$ cat config.mk
export PLATFORM = sky130hd
export DESIGN_NAME = fadc_conv_seq_flat
export DESIGN_NICKNAME = d
export VERILOG_FILES = /design/src/rtl/fadc_conv_seq_pkg.sv /design/src/rtl/fadc_conv_seq_if.sv /design/src/rtl/fadc_therm_enc.sv /design/src/rtl/fadc_conv_seq.sv /design/src/flat_wrapper.sv
export SDC_FILE = /design/constraint.sdc
export NUM_CORES = 1
export LEC_CHECK = 0
export BUFFER_PORTS_ARGS = -buffer_cell sky130_fd_sc_hd__buf_2
export CAP_MARGIN = 20
export CORE_MARGIN = 2
export CORE_UTILIZATION = 30
export CTS_BUF_LIST = sky130_fd_sc_hd__clkbuf_8
export DETAILED_ROUTE_END_ITERATION = 7
export PLACE_DENSITY = 0.49
export SETUP_SLACK_MARGIN = 0.2
export SYNTH_ARGS = -nofsm -noshare
export SYNTH_HDL_FRONTEND = slang
export SYNTH_HIERARCHICAL = 1
export SYNTH_SLANG_ARGS = --single-unit
$ cat constraint.sdc
create_clock -name clk -period 2.4 [get_ports clk]
set_input_delay 0.36 -clock clk [delete_from_list [all_inputs] [get_ports clk]]
set_output_delay 0.36 -clock clk [all_outputs]
set_load 0.01 [all_outputs]
$ cat src/rtl/fadc_conv_seq_pkg.sv
// Shared types and sizing for the flash-ADC conversion sequencer.
package fadc_pkg;

  localparam int NBITS_DEF        = 3;
  localparam int AVG_MAX_LOG2_DEF = 3;
  localparam int T_W              = 4;
  localparam int AVG_CFG_W        = 2;

  typedef enum logic [2:0] {
    IDLE,
    AZ,
    SMP,
    LATCH,
    CAPT,
    DONE
  } state_t;

  function automatic int tw_of(input int nbits);
    return (1 << nbits) - 1;
  endfunction

  function automatic int acc_w_of(input int nbits, input int avg_max_log2);
    return nbits + avg_max_log2;
  endfunction

endpackage

$ cat src/rtl/fadc_conv_seq_if.sv
// Result handshake toward the scan/digital side: averaged code, range flags, valid/ready.
interface fadc_conv_seq_if #(
  parameter int NBITS = 3
);
  logic [NBITS-1:0] res_data;
  logic             res_valid;
  logic             res_ready;
  logic             ovr_flag;
  logic             udr_flag;

  modport master (output res_data, res_valid, ovr_flag, udr_flag, input res_ready);
  modport slave  (input res_data, res_valid, ovr_flag, udr_flag, output res_ready);
endinterface

$ cat src/rtl/fadc_therm_enc.sv
// Bubble-correcting thermometer-to-binary encoder: 3-input majority per bit, then popcount.
module fadc_therm_enc #(
  parameter int NBITS = 3
) (
  input  logic [(1<<NBITS)-2:0] therm,
  output logic [NBITS-1:0]      code
);
  localparam int TW = (1 << NBITS) - 1;

  logic [TW+1:0] ext;
  logic [TW-1:0] corr;

  // ext[0] stands in for the virtual bit below the LSB (1), ext[TW+1] for the one above the MSB (0)
  always_comb begin
    ext  = {1'b0, therm, 1'b1};
    corr = '0;
    code = '0;
    for (int i = 0; i < TW; i++) begin
      corr[i] = (ext[i] & ext[i+1]) | (ext[i] & ext[i+2]) | (ext[i+1] & ext[i+2]);
      code    = code + NBITS'(corr[i]);
    end
  end

endmodule

$ cat src/rtl/fadc_conv_seq.sv
// Flash-ADC conversion sequencer: AZ/SMP/LATCH phasing, capture, 2^k averaging, result handshake.
// Optional range flags are built only when FADC_RANGE_FLAG_EN is defined.
module fadc_conv_seq
  import fadc_pkg::*;
#(
  parameter int NBITS        = NBITS_DEF,
  parameter int AVG_MAX_LOG2 = AVG_MAX_LOG2_DEF
) (
  input  logic                  clk,
  input  logic                  reset,
  input  logic                  conv_req,
  input  logic                  cfg_cont,
  input  logic [AVG_CFG_W-1:0]  cfg_avg_log2,
  input  logic [T_W-1:0]        cfg_t_az,
  input  logic [T_W-1:0]        cfg_t_smp,
  output logic                  cmp_az,
  output logic                  cmp_smp,
  output logic                  cmp_latch,
  input  logic [(1<<NBITS)-2:0] therm_in,
  output logic                  busy,
  fadc_conv_seq_if.master       res
);
  localparam int TW    = (1 << NBITS) - 1;
  localparam int ACC_W = NBITS + AVG_MAX_LOG2;
  localparam int CNT_W = AVG_MAX_LOG2 + 1;
  localparam int AVG_W = $clog2(AVG_MAX_LOG2 + 2);

  function automatic logic [AVG_W-1:0] clamp_avg(input logic [AVG_CFG_W-1:0] a);
    if (int'(a) > AVG_MAX_LOG2) return AVG_W'(AVG_MAX_LOG2);
    return AVG_W'(a);
  endfunction

  function automatic logic [NBITS-1:0] avg_trunc(input logic [ACC_W-1:0] acc_v,
                                                 input logic [AVG_W-1:0] sh);
    logic [ACC_W-1:0] s;
    s = acc_v >> sh;
    return s[NBITS-1:0];
  endfunction

  state_t           state, state_nx;
  logic [T_W-1:0]   tmr;
  logic [T_W-1:0]   sh_taz, sh_tsmp;
  logic [AVG_W-1:0] sh_avg;
  logic [CNT_W-1:0] cnt, n_last;
  logic [ACC_W-1:0] acc, acc_sum;
  logic [NBITS-1:0] code_p0, res_data_q;
  logic             res_valid_q;
  logic             start_ld, capt;

  fadc_therm_enc #(.NBITS(NBITS)) u_enc (
    .therm (therm_in),
    .code  (code_p0)
  );

  // A new run starts from IDLE on request, or straight out of DONE in continuous mode
  assign start_ld = ((state == IDLE) && conv_req) ||
                    ((state == DONE) && res.res_ready && cfg_cont);
  assign capt     = (state == CAPT);
  assign n_last   = CNT_W'((1 << sh_avg) - 1);
  assign acc_sum  = acc + ACC_W'(code_p0);

  always_comb begin
    state_nx = state;
    case (state)
      IDLE:    if (conv_req) state_nx = AZ;
      AZ:      if (tmr == sh_taz) state_nx = SMP;
      SMP:     if (tmr == sh_tsmp) state_nx = LATCH;
      LATCH:   state_nx = CAPT;
      CAPT:    state_nx = (cnt == n_last) ? DONE : AZ;
      DONE:    if (res.res_ready) state_nx = cfg_cont ? AZ : IDLE;
      default: state_nx = IDLE;
    endcase
  end

  // Outputs are registered from the next state so they change cleanly with the state register
  always_ff @(posedge clk or posedge reset) begin
    if (reset) begin
      state       <= IDLE;
      tmr         <= '0;
      cmp_az      <= 1'b0;
      cmp_smp     <= 1'b0;
      cmp_latch   <= 1'b0;
      busy        <= 1'b0;
      res_valid_q <= 1'b0;
    end else begin
      state       <= state_nx;
      tmr         <= (state_nx != state) ? '0 : tmr + T_W'(1);
      cmp_az      <= (state_nx == AZ);
      cmp_smp     <= (state_nx == SMP);
      cmp_latch   <= (state_nx == LATCH);
      busy        <= (state_nx != IDLE);
      res_valid_q <= (state_nx == DONE);
    end
  end

  // Capture stage: encoded therm code is summed at the end of CAPT
  always_ff @(posedge clk or posedge reset) begin
    if (reset) begin
      acc        <= '0;
      cnt        <= '0;
      sh_avg     <= '0;
      sh_taz     <= '0;
      sh_tsmp    <= '0;
      res_data_q <= '0;
    end else if (start_ld) begin
      acc     <= '0;
      cnt     <= '0;
      sh_avg  <= clamp_avg(cfg_avg_log2);
      sh_taz  <= cfg_t_az;
      sh_tsmp <= cfg_t_smp;
    end else if (capt) begin
      acc <= acc_sum;
      cnt <= cnt + CNT_W'(1);
      if (state_nx == DONE) res_data_q <= avg_trunc(acc_sum, sh_avg);
    end
  end

  assign res.res_data  = res_data_q;
  assign res.res_valid = res_valid_q;

`ifdef FADC_RANGE_FLAG_EN
  logic ovr_q, udr_q;

  always_ff @(posedge clk or posedge reset) begin
    if (reset) begin
      ovr_q <= 1'b0;
      udr_q <= 1'b0;
    end else if (start_ld) begin
      ovr_q <= 1'b0;
      udr_q <= 1'b0;
    end else if (capt) begin
      if (code_p0 == NBITS'(TW)) ovr_q <= 1'b1;
      if (code_p0 == '0)         udr_q <= 1'b1;
    end
  end

  assign res.ovr_flag = ovr_q;
  assign res.udr_flag = udr_q;
`else
  assign res.ovr_flag = 1'b0;
  assign res.udr_flag = 1'b0;
`endif

endmodule

$ cat src/flat_wrapper.sv
// flat-port wrapper written by rule: the top's interface ports become plain ports
module fadc_conv_seq_flat import fadc_pkg::*;
#(
  parameter int NBITS        = NBITS_DEF,
  parameter int AVG_MAX_LOG2 = AVG_MAX_LOG2_DEF
)
  (clk, reset, conv_req, cfg_cont, cfg_avg_log2, cfg_t_az, cfg_t_smp, cmp_az, cmp_smp, cmp_latch, therm_in, busy, res_res_data, res_res_valid, res_ovr_flag, res_udr_flag, res_res_ready);
  fadc_conv_seq_if #(.NBITS(NBITS)) res_i ();
  input  logic clk;
  input  logic reset;
  input  logic conv_req;
  input  logic cfg_cont;
  input  logic [AVG_CFG_W-1:0] cfg_avg_log2;
  input  logic [T_W-1:0] cfg_t_az;
  input  logic [T_W-1:0] cfg_t_smp;
  output logic cmp_az;
  output logic cmp_smp;
  output logic cmp_latch;
  input  logic [(1<<NBITS)-2:0] therm_in;
  output logic busy;
  output wire logic [$bits(res_i.res_data)-1:0] res_res_data;
  output wire logic [$bits(res_i.res_valid)-1:0] res_res_valid;
  output wire logic [$bits(res_i.ovr_flag)-1:0] res_ovr_flag;
  output wire logic [$bits(res_i.udr_flag)-1:0] res_udr_flag;
  input wire logic [$bits(res_i.res_ready)-1:0] res_res_ready;
  assign res_res_data = res_i.res_data;
  assign res_res_valid = res_i.res_valid;
  assign res_ovr_flag = res_i.ovr_flag;
  assign res_udr_flag = res_i.udr_flag;
  assign res_i.res_ready = res_res_ready;
  fadc_conv_seq #(.NBITS(NBITS), .AVG_MAX_LOG2(AVG_MAX_LOG2)) u_core (.clk(clk), .reset(reset), .conv_req(conv_req), .cfg_cont(cfg_cont), .cfg_avg_log2(cfg_avg_log2), .cfg_t_az(cfg_t_az), .cfg_t_smp(cfg_t_smp), .cmp_az(cmp_az), .cmp_smp(cmp_smp), .cmp_latch(cmp_latch), .therm_in(therm_in), .busy(busy), .res(res_i));
endmodule
# Yosys cells after proc, flatten, opt, wreduce, memory -nomap -nowiden
# Index checks and enable logic that the tools add are counted.
totals:
  wordCells: 82
  reg_bits: 35
classes:
  n_shift: 2
  n_addsub: 10
  mux: 12
  reduce_logical: 8
  n_bitwise: 24
  n_eq_ne: 13
op_table:
  columns: ["operator", "count"]
  rows:
  - ["3-bit one-hot mux with 6 select lines", 1]
  - ["3-bit 2-to-1 mux", 5]
  - ["3-bit by 1-bit adder with 3-bit output", 4]
  - ["3-bit by 2-bit == test with 1-bit output (second input constant)", 4]
  - ["4-bit == test", 3]
  - ["4-bit 2-to-1 mux", 3]
  - ["6-bit 2-to-1 mux", 2]
  - ["1-bit bitwise OR", 12]
  - ["1-bit bitwise AND", 11]
  - ["3-bit == test (second input constant)", 3]
  - ["4-bit by 1-bit adder with 4-bit output (second input constant)", 2]
  - ["6-bit by 3-bit adder with 6-bit output", 1]
  - ["3-bit by 1-bit == test with 1-bit output (second input constant)", 2]
  - ["6-bit by 2-bit >> shifter with 3-bit output", 1]
  - ["1-bit by 2-bit left shift with 4-bit output (first input constant)", 1]
  - ["4-bit by 2-bit subtractor with 4-bit output (second input constant)", 1]
  - ["2-bit by 1-bit adder with 3-bit output", 1]
  - ["1-bit logical AND", 3]
  - ["3-bit logical NOT", 1]
  - ["3-bit != test", 1]
  - ["3-bit AND reduction", 1]
  - ["3-bit nonzero test", 1]
  - ["1-bit by 1-bit adder with 2-bit output", 1]
  - ["2-bit nonzero test", 1]
  - ["other kinds (3)", 3]

# Logic depth before layout (Yosys ltp)
# Gate-level depths: netlist of run 1.
logic_depth:
  depth_word: 12
  depth_mapped: 13

# Cells and area by module
# The synthesis of run 1 kept the hierarchy.
by_module_without_submodules:
  columns: ["mod", "instances", "seq_area_each_um2", "cells_per_inst", "area_per_inst_um2"]
  rows:
  - ["fadc_conv_seq", 1, 875.8, 176, 1851.8]
  - ["fadc_therm_enc", 1, 0.0, 15, 157.7]

# Least setup slack after synthesis of run 1
# OpenSTA, ideal clock, no wires.
synth_timing:
  path_type: "input to register"
  from: "input port therm_in[0]"
  to: "register u_core.res_data_q[0], in the netlist u_core/res.res_data[0]"
  t_arrival_ns: 4.344
  setup_slack_ns: -2.069
  setup_time_ns: 0.125
  n_path_buf: 0
  stages: 13
  cell_sequence: "or2_2 -> fa_1 -> inv_1 -> fa_1 -> inv_1 -> fa_1 -> fa_1 -> ha_1 -> a211oi_1 -> nor2_1 -> xor2_1 -> mux4_2 -> mux2_2"
synth_between:
  elab_chain_len: 11
  elab_cells_between_ends: 14
synth_rtl:
  columns: ["element", "line_no", "text"]
  rows:
  - ["from (decl)", "flat_wrapper.sv:19", "input logic [(1<<NBITS)-2:0] therm_in;"]
  - ["1-bit bitwise AND", "fadc_therm_enc.sv:19", "corr[i] = (ext[i] & ext[i+1]) | (ext[i] & ext[i+2]) | (ext[i+1] & ext[i+2]);"]
  - ["1-bit bitwise OR (2 in series)", "fadc_therm_enc.sv:19", null]
  - ["1-bit by 1-bit adder with 2-bit output (*)", "fadc_therm_enc.sv:20", "code = code + NBITS'(corr[i]);"]
  - ["2-bit by 1-bit adder with 3-bit output (*)", "fadc_therm_enc.sv:20", null]
  - ["3-bit by 1-bit adder with 3-bit output (*) (4 in series)", "fadc_therm_enc.sv:20", null]
  - ["named net u_core.code_p0[1]", "fadc_conv_seq.sv:46", "logic [NBITS-1:0] code_p0, res_data_q;"]
  - ["6-bit by 3-bit adder with 6-bit output (*)", "fadc_conv_seq.sv:60", "assign acc_sum = acc + ACC_W'(code_p0);"]
  - ["6-bit by 2-bit >> shifter with 3-bit output (*)", "fadc_conv_seq.sv:36", "s = acc_v >> sh;"]
  - ["to (signal assigned)", "fadc_conv_seq.sv:114", "if (state_nx == DONE) res_data_q <= avg_trunc(acc_sum, sh_avg);"]
  - ["to (decl)", "fadc_conv_seq.sv:46", null]
# The timed path passes the listed nets; every way through them passes the cells marked *.
# A chain may end at the register's enable or synchronous reset.

# Worst setup path in the final report of run 1
layout_timing:
  from: "input port therm_in[3]"
  to: "register u_core.res_data_q[1], in the netlist u_core/res.res_data[1]"
layout_between:
  elab_chain_len: 10
  elab_cells_between_ends: 17
layout_rtl:
  columns: ["element", "line_no"]
  rows:
  - ["1-bit bitwise AND", "fadc_therm_enc.sv:19"]
  - ["1-bit bitwise OR (2 in series)", "fadc_therm_enc.sv:19"]
  - ["2-bit by 1-bit adder with 3-bit output", "fadc_therm_enc.sv:20"]
  - ["3-bit by 1-bit adder with 3-bit output", "fadc_therm_enc.sv:20"]
  - ["3-bit by 1-bit adder with 3-bit output (*) (3 in series)", "fadc_therm_enc.sv:20"]
  - ["named net u_core.code_p0[1]", "fadc_conv_seq.sv:46"]
  - ["6-bit by 3-bit adder with 6-bit output (*)", "fadc_conv_seq.sv:60"]
  - ["6-bit by 2-bit >> shifter with 3-bit output (*)", "fadc_conv_seq.sv:36"]
# Marked as above.

==> impl_results.md, run 1 <==
* Outcome: finished with violations
* Failing checks: DRC, setup timing
* Overall power at 3.04 mW
* DR iter-0 viols at 89
* P_leak at 1.22 nW
* DRT Pass-1 Iters at 8
* Asr flop ratio synth at 100%
* Power share of the clock group at 15.0%
* GRT Resource Usage Total at a little under an eighth
* Top FF cell, synth: dfrtp_1
* H-tree depth at 2
* Max Clock Freq at 247 MHz
* Most common library cells after synthesis: dfrtp_1, nand2_1, nor2_1, o21ai_0
* Mean Syn Cell Area at ~11 um^2
* P per Cell Area at 1160 mW/mm^2
* Crit path capture type: flop
* First-pass GRT wire length at 7120 um
* Register area share after synthesis at a little over two fifths
* Final setup vio count at 9
* Post-synth EDFFs at 0
* Die height at 85.8 um
* Switching power at 1.11 mW
* Post-synthesis cell count at 191
* Vias per cell at 4.70
* Inserted Diodes at 0
* Final min period at just over 4 ns
* Detailed-route wire length per cell at 12.5 um
* Core Box Area at 0.00642 mm^2
* Yosys cell types at 43
* Clock root buffer: clkbuf_8
* WP data arrival at 4.20 ns
* Vias in the first global route at approximately 1500
* CTS Buf Count at 5
* Worst Skew at approximately 0.0095 ns
* Setup_tns at -10.40 ns
* Clock Path Buffers at 2
* Worst Path Required at roughly 2.6 ns
* Seq pwr share at 32.7%
* Synthesis Warnings at 6
* Max-slew violations at 0
* Layout Nets at 281
* Die W at ~86 um
* Share of cells above drive strength 1 at 40.0%
* DR vias at roughly 1500
* Fin crit share at 169%
* Crit path kind: in -> reg
* Leading area contributor after synthesis: dfrtp_1
* CTS sink count at 35
* Dpl hpwl at between 3000 and 4000 um
* RSZ-0062 raised after global routing: true
* Pin count of the biggest net entering global routing at 36
* Synth top area cells: dfrtp_1, mux2_2, fa_1, xnor2_1, nand2_1
* Min-delay worst type: in -> async
* Yosys top cell area share at 43.6%
* Comb power frac at 52.3%
* Clock slew at reported path FFs at 0.07 ns
* Final wirelength at around 4000 um
* Post-Synthesis Cell Area at between 0.002 and 0.0025 mm^2
* Synthesis-stage register bit count at 35
* Ports at 32
* Buffers on Ports at 29
* # fillers at 633
* Count leader, synth: dfrtp_1
* Fin worst setup slack at -1.65 ns
* Total gr overflow at 0
* CP startpoint kind: primary input
* Final hold vios at 0
* Area occupied by multi-input gates at 0.00113 mm^2
* Area growth from synthesis to layout at 30.6%
* Post-CTS Hold Buffers at 0
* Peak supply drop at between 0.3 and 0.4 mV
* CTS tree: yes
* Final cell count without fillers at 327
* DRC Markers at 3
* Die area at 0.00737 mm^2
* Row count at 29
* Worst-path fanout max at 2
* ANT nets after route at 0
* Antenna violations before repair at 0
* Initial Utilization at 31.3%
* Placed cell count at about 320
* Internal Power at slightly below 2 mW
* Global placer's final weighted congestion at between 0.7 and 0.8
* Register area at 876 um^2
* Worst-skew pair later-pin latency at roughly 0.28 ns
* Sw frac at 36.5%
* Max-Cap Viols at 0
==> cell type report <==
| type | instances | share of cell area (%) |
|---|---|---|
| Multi-Input combinational cell | 141 | 43.0 |
| Clock inverter | 1 | 0.143 |
| Tap cell | 77 | 3.67 |
| Sequential cell | 35 | 33.4 |
| Inverter | 7 | 1.00 |
| Clock buffer | 7 | 3.67 |
| Timing Repair Buffer | 59 | 15.1 |
==> state kept, by name (all words and copies together) (netlist names), 2 cells and up <==
name                 count
u_core/sh_tsmp           4
u_core/state             3
u_core/sh_taz            4
u_core/sh_avg            2
u_core/cnt               4
u_core/res.res_data      3
u_core/tmr               4
u_core/acc               6
==> routing by layer <==
| layer | up-vias | part of all wire, % | global-route usage, % |
|---|---|---|---|
| met3 | 0 | 4.7 | 2.69 |
| met4 | 0 | 0 | 1.73 |
| met2 | 35 | 44 | 16.8 |
| met1 | 727 | 51 | 18.8 |
| met5 | - | 0 | 0 |
| li1 | 776 | - | - |
==> cell usage in the layout, fill, tap and decap left out, types with 7 or more instances in the layout <==
cell type / Yosys / final
buf_2: 4 / 26
buf_4: 2 / 28
clkbuf_8: 0 / 7
dfrtp_1: 35 / 35
inv_1: 7 / 8
mux2_2: 11 / 9
nand2_1: 20 / 18
nor2_1: 16 / 15
o21ai_0: 14 / 8
xnor2_1: 11 / 10
==> logic make-up after synthesis <==
family	synth area share, %
buffers and inverters	3.99
XOR/XNOR	7.41
AND/OR/NAND/NOR	15.8
AO/OA/AOI/OAI	10.3
multiplexers	8.41
adder cells (fa/ha/maj)	10.3
flip-flops	43.6
other	0.187
==> final timing paths <==
check                                     startpoint                                  to  slack [ns]  depth (start not counted)
min in group clk                     cfg_avg_log2[0]        u_core/sh_avg[0]$_DFFE_PP0N_        0.31                          3
max in group asynchronous                      reset  u_core/res.res_data[1]$_DFFE_PP0P_        1.91                          3
setup reg to reg           u_core/acc[0]$_DFFE_PP0P_  u_core/res.res_data[1]$_DFFE_PP0P_        0.27                          7
setup / recovery                         therm_in[3]  u_core/res.res_data[1]$_DFFE_PP0P_       -1.65                         15
hold reg to reg            u_core/acc[5]$_DFFE_PP0P_           u_core/acc[5]$_DFFE_PP0P_        0.51                          1
hold / removal                                 reset        u_core/sh_taz[1]$_DFFE_PP0N_        0.18                          3
==> per-stage QoR <==
step	area, um^2	util [%]	setup slack, ns	hold WS (ns)
4_1_cts	2590	40.4	-1.64	0.202
3_5_place_dp	2450	38.2	-2.00	0.490
3_3_place_gp	2450	38.2	-1.97	0.488
2_1_floorplan	2050	-	-1.89	0.461
5_1_grt	2630	40.9	-1.79	0.225
6_report	2630	40.9	-1.65	0.178
==> critical path, stage by stage <==
cell and delay, ns:
buf_6 0.09, maj3_2 0.31, fa_1 0.53, inv_1 0.05, fa_1 0.47, inv_1 0.05, fa_2 0.33, fa_1 0.46
buf_4 0.15, fa_2 0.34, a21o_1 0.19, nand2_2 0.08, xnor2_2 0.07, mux4_2 0.46, mux2_4 0.26
==> power by group through the flow <==
stage               Combinational, mW  Sequential [mW]  Clock [mW]
floorplan                        1.08            0.958           0
global placement                 1.51             1.01           0
detailed placement               1.51             1.01           0
CTS                              1.57             1.00       0.475
global route                     1.78             1.03       0.508
finish                           1.59            0.995       0.458
==> what timing repair did <==
| item | 4_1_cts | 5_1_grt |
|---|---|---|
| setup buffers | 1 | 1 |
| resized for setup | 7 | 7 |
| endpoints found under the setup margin | 9 | 9 |
| pin swaps | 4 | 0 |
Note: power is estimated with default switching activity, not from simulation.
==> inputs of run 2 (changes only) <==
--- a/config.mk
+++ b/config.mk
@@ -8,10 +8,10 @@
 export BUFFER_PORTS_ARGS = -buffer_cell sky130_fd_sc_hd__buf_2
 export CAP_MARGIN = 20
 export CORE_MARGIN = 2
-export CORE_UTILIZATION = 30
+export CORE_UTILIZATION = 53
 export CTS_BUF_LIST = sky130_fd_sc_hd__clkbuf_8
 export DETAILED_ROUTE_END_ITERATION = 7
-export PLACE_DENSITY = 0.49
+export PLACE_DENSITY = 0.76
 export SETUP_SLACK_MARGIN = 0.2
 export SYNTH_ARGS = -nofsm -noshare
 export SYNTH_HDL_FRONTEND = slang
==> run 2 against run 1 <==
  * The run ends with setup timing left
  * Cell count is 8.3% lower
  * Total power is 3.5% lower
  * Critical endpoint unchanged
  * Clock-buffer cell count is 2 lower
  * Routed wire length is 0.64% higher
  * Sequential cell count stayed put
  * Clock power is 11% lower
  * Combinational power is 4% lower
  * Sequential power hardly changed
  * Non-clock buffer count is 2 higher
  * Via count is 3.5% higher
  * Register-to-register slack hardly changed
==> impl_results.md, run 2 (synthesis results as in run 1) <==
* CTS sink count at 35
* Die area at about 0.0043 mm^2
* Clock Path Buffers at 2
* Total gr overflow at 0
* Min-delay worst type: in -> async
* First-pass GRT wire length at ~7100 um
* Global placer's final weighted congestion at 0.852
* Seq pwr share at 34.3%
* DRT Pass-1 Iters at 4
* Final setup vio count at 9
* Fin crit share at 168%
* Worst-skew pair later-pin latency at roughly 0.29 ns
* Setup_tns at -10.79 ns
* Max Clock Freq at about 250 MHz
* Vias per cell at 5.31
* Crit path kind: in -> reg
* P_leak at roughly 1.2 nW
* CP startpoint kind: primary input
* GRT Resource Usage Total at between 20% and 30%
* Layout Nets at around 280
* Failing checks: setup timing
* Crit-path max cell delay at slightly above 0.5 ns
* Internal Power at 1.83 mW
* Die height at 65.6 um
* # fillers at approximately 270
* Max reg flops at 6
* Commonest cells after routing, fill and taps aside: dfrtp_1, buf_4, buf_2
* DP Area at 0.00240 mm^2
* Power share of the clock group at 13.9%
* Sw frac at between 30% and 40%
* Top cell family by delay on the critical path: adder cells
* Register area at 876 um^2
* DR vias at 1592
* Slowest CP cell: fa_1
* Cell Chain, Critical Path: buf_8 > maj3_2 > fa_1 > inv_1 > fa_1 > inv_1 > fa_2 > fa_1 > buf_4 > fa_2 > a21o_1 > nand2_2 > xnor2_2 > mux4_2 > mux2_4
* Worst-path fanout max at 3
* Final wirelength at just over 4000 um
* Antenna violations before repair at 0
* Area growth from synthesis to layout at 29.2%
* ANT nets after route at 0
* Share of cells above drive strength 1 at 40.9%
* Largest Register: u_core/acc
* Final hold vios at 0
* Crit path capture type: flop
* P per Cell Area at about 1100 mW/mm^2
* Max-Cap Viols at 0
* Post-route design area at 0.00260 mm^2
* WHS at 0.158 ns
* Detailed-route wire length per cell at 13.7 um
* Area occupied by multi-input gates at around 0.0011 mm^2
* Switching power at 1.11 mW
* Initial Utilization at 54.9%
* CTS tree: yes
* Core Box Area at between 0.003 and 0.004 mm^2
* Worst Path Required at 2.58 ns
* Ports at 32
* Most common cell after layout, fill and taps aside: dfrtp_1
* Outcome: finished with violations
* DR iter-0 viols at 103
* Max-slew violations at 0
* CTS Buf Count at 5
* Crit-path most repeated cell: fa_1
* Die W at 65.6 um
* Buffers on Ports at 29
* WP data arrival at 4.22 ns
* DRC Markers at 0
* Worst Skew at 0.00854 ns
* Row count at 22
* Fin worst setup slack at -1.64 ns
* Dpl hpwl at between 2000 and 3000 um
* Clock root buffer: clkbuf_8
* Final min period at 4.04 ns
* Final core occ at 70.9%
* WP buf/inv at 4
* RSZ-0062 raised after global routing: true
* Vias in the first global route at 1582
* Comb power frac at between 50 and 60%
* Inserted Diodes at 0
* Clock slew at reported path FFs at 0.07 ns
* Pin count of the biggest net entering global routing at 36
* Peak supply drop at 0.818 mV
* H-tree depth at 2
-- run 2: stage by stage --
stage | total power [mW] | instances | setup WS (ns)
finish | 2.94 | 300 | -1.64
global route | 3.18 | 300 | -1.77
CTS | 2.93 | 298 | -1.63
detailed placement | 2.48 | 286 | -2.05
global placement | 2.44 | 286 | -1.97
floorplan | 2.04 | 192 | -1.89
-- run 2: metal layers --
layer  vias up  routed length, um  global-route usage [%]
met1       763               1830                    27.8
met4         0                 82                    8.59
met2        42               2000                    36.9
met3        10                189                    4.11
li1        777                  -                       -
met5         -                  0                       0
-- run 2: power by group through the flow --
stage               registers, mW  clock network (mW)  logic, mW
finish                       1.01               0.408       1.52
global route                 1.04               0.444       1.69
CTS                          1.01               0.413       1.51
detailed placement           1.02                   0       1.47
global placement             1.01                   0       1.43
floorplan                   0.958                   0       1.08
-- run 2: layout make-up --
| cell class | instances | area share (%) |
|---|---|---|
| inverter | 7 | 1.01 |
| sequential | 35 | 33.7 |
| tap | 48 | 2.31 |
| timing repair buffer | 61 | 16.3 |
| clock inverter | 3 | 0.627 |
| multi-input combinational | 141 | 43.4 |
| clock buffer | 5 | 2.65 |
-- run 2: final timing paths --
check | from | endpoint | slack [ns] | depth (start not counted)
max | therm_in[1] | u_core/res.res_data[1]$_DFFE_PP0P_ | -1.64 | 15
max reg2reg | u_core/acc[0]$_DFFE_PP0P_ | u_core/res.res_data[1]$_DFFE_PP0P_ | 0.26 | 7
min in group clk | cfg_avg_log2[0] | u_core/sh_avg[0]$_DFFE_PP0N_ | 0.30 | 3
max in group asynchronous | reset | u_core/acc[4]$_DFFE_PP0P_ | 1.94 | 3
min reg2reg | u_core/res.res_data[0]$_DFFE_PP0P_ | u_core/res.res_data[0]$_DFFE_PP0P_ | 0.53 | 1
min | reset | u_core/sh_taz[0]$_DFFE_PP0N_ | 0.16 | 3
-- run 2: repair_timing --
action	in CTS	in global routing
pin swaps	10	3
setup endpoints to repair	9	9
buffers inserted	4	2
hold buffers	0	0
gates resized for setup	12	5
-- run 2: worst reg2reg max path, stage by stage, from the launching register on --
cell and delay [ns]:
dfrtp_1 0.42, ha_4 0.18, fa_2 0.35, a21o_1 0.17, nand2_2 0.08, xnor2_2 0.07
mux4_2 0.49, mux2_4 0.27
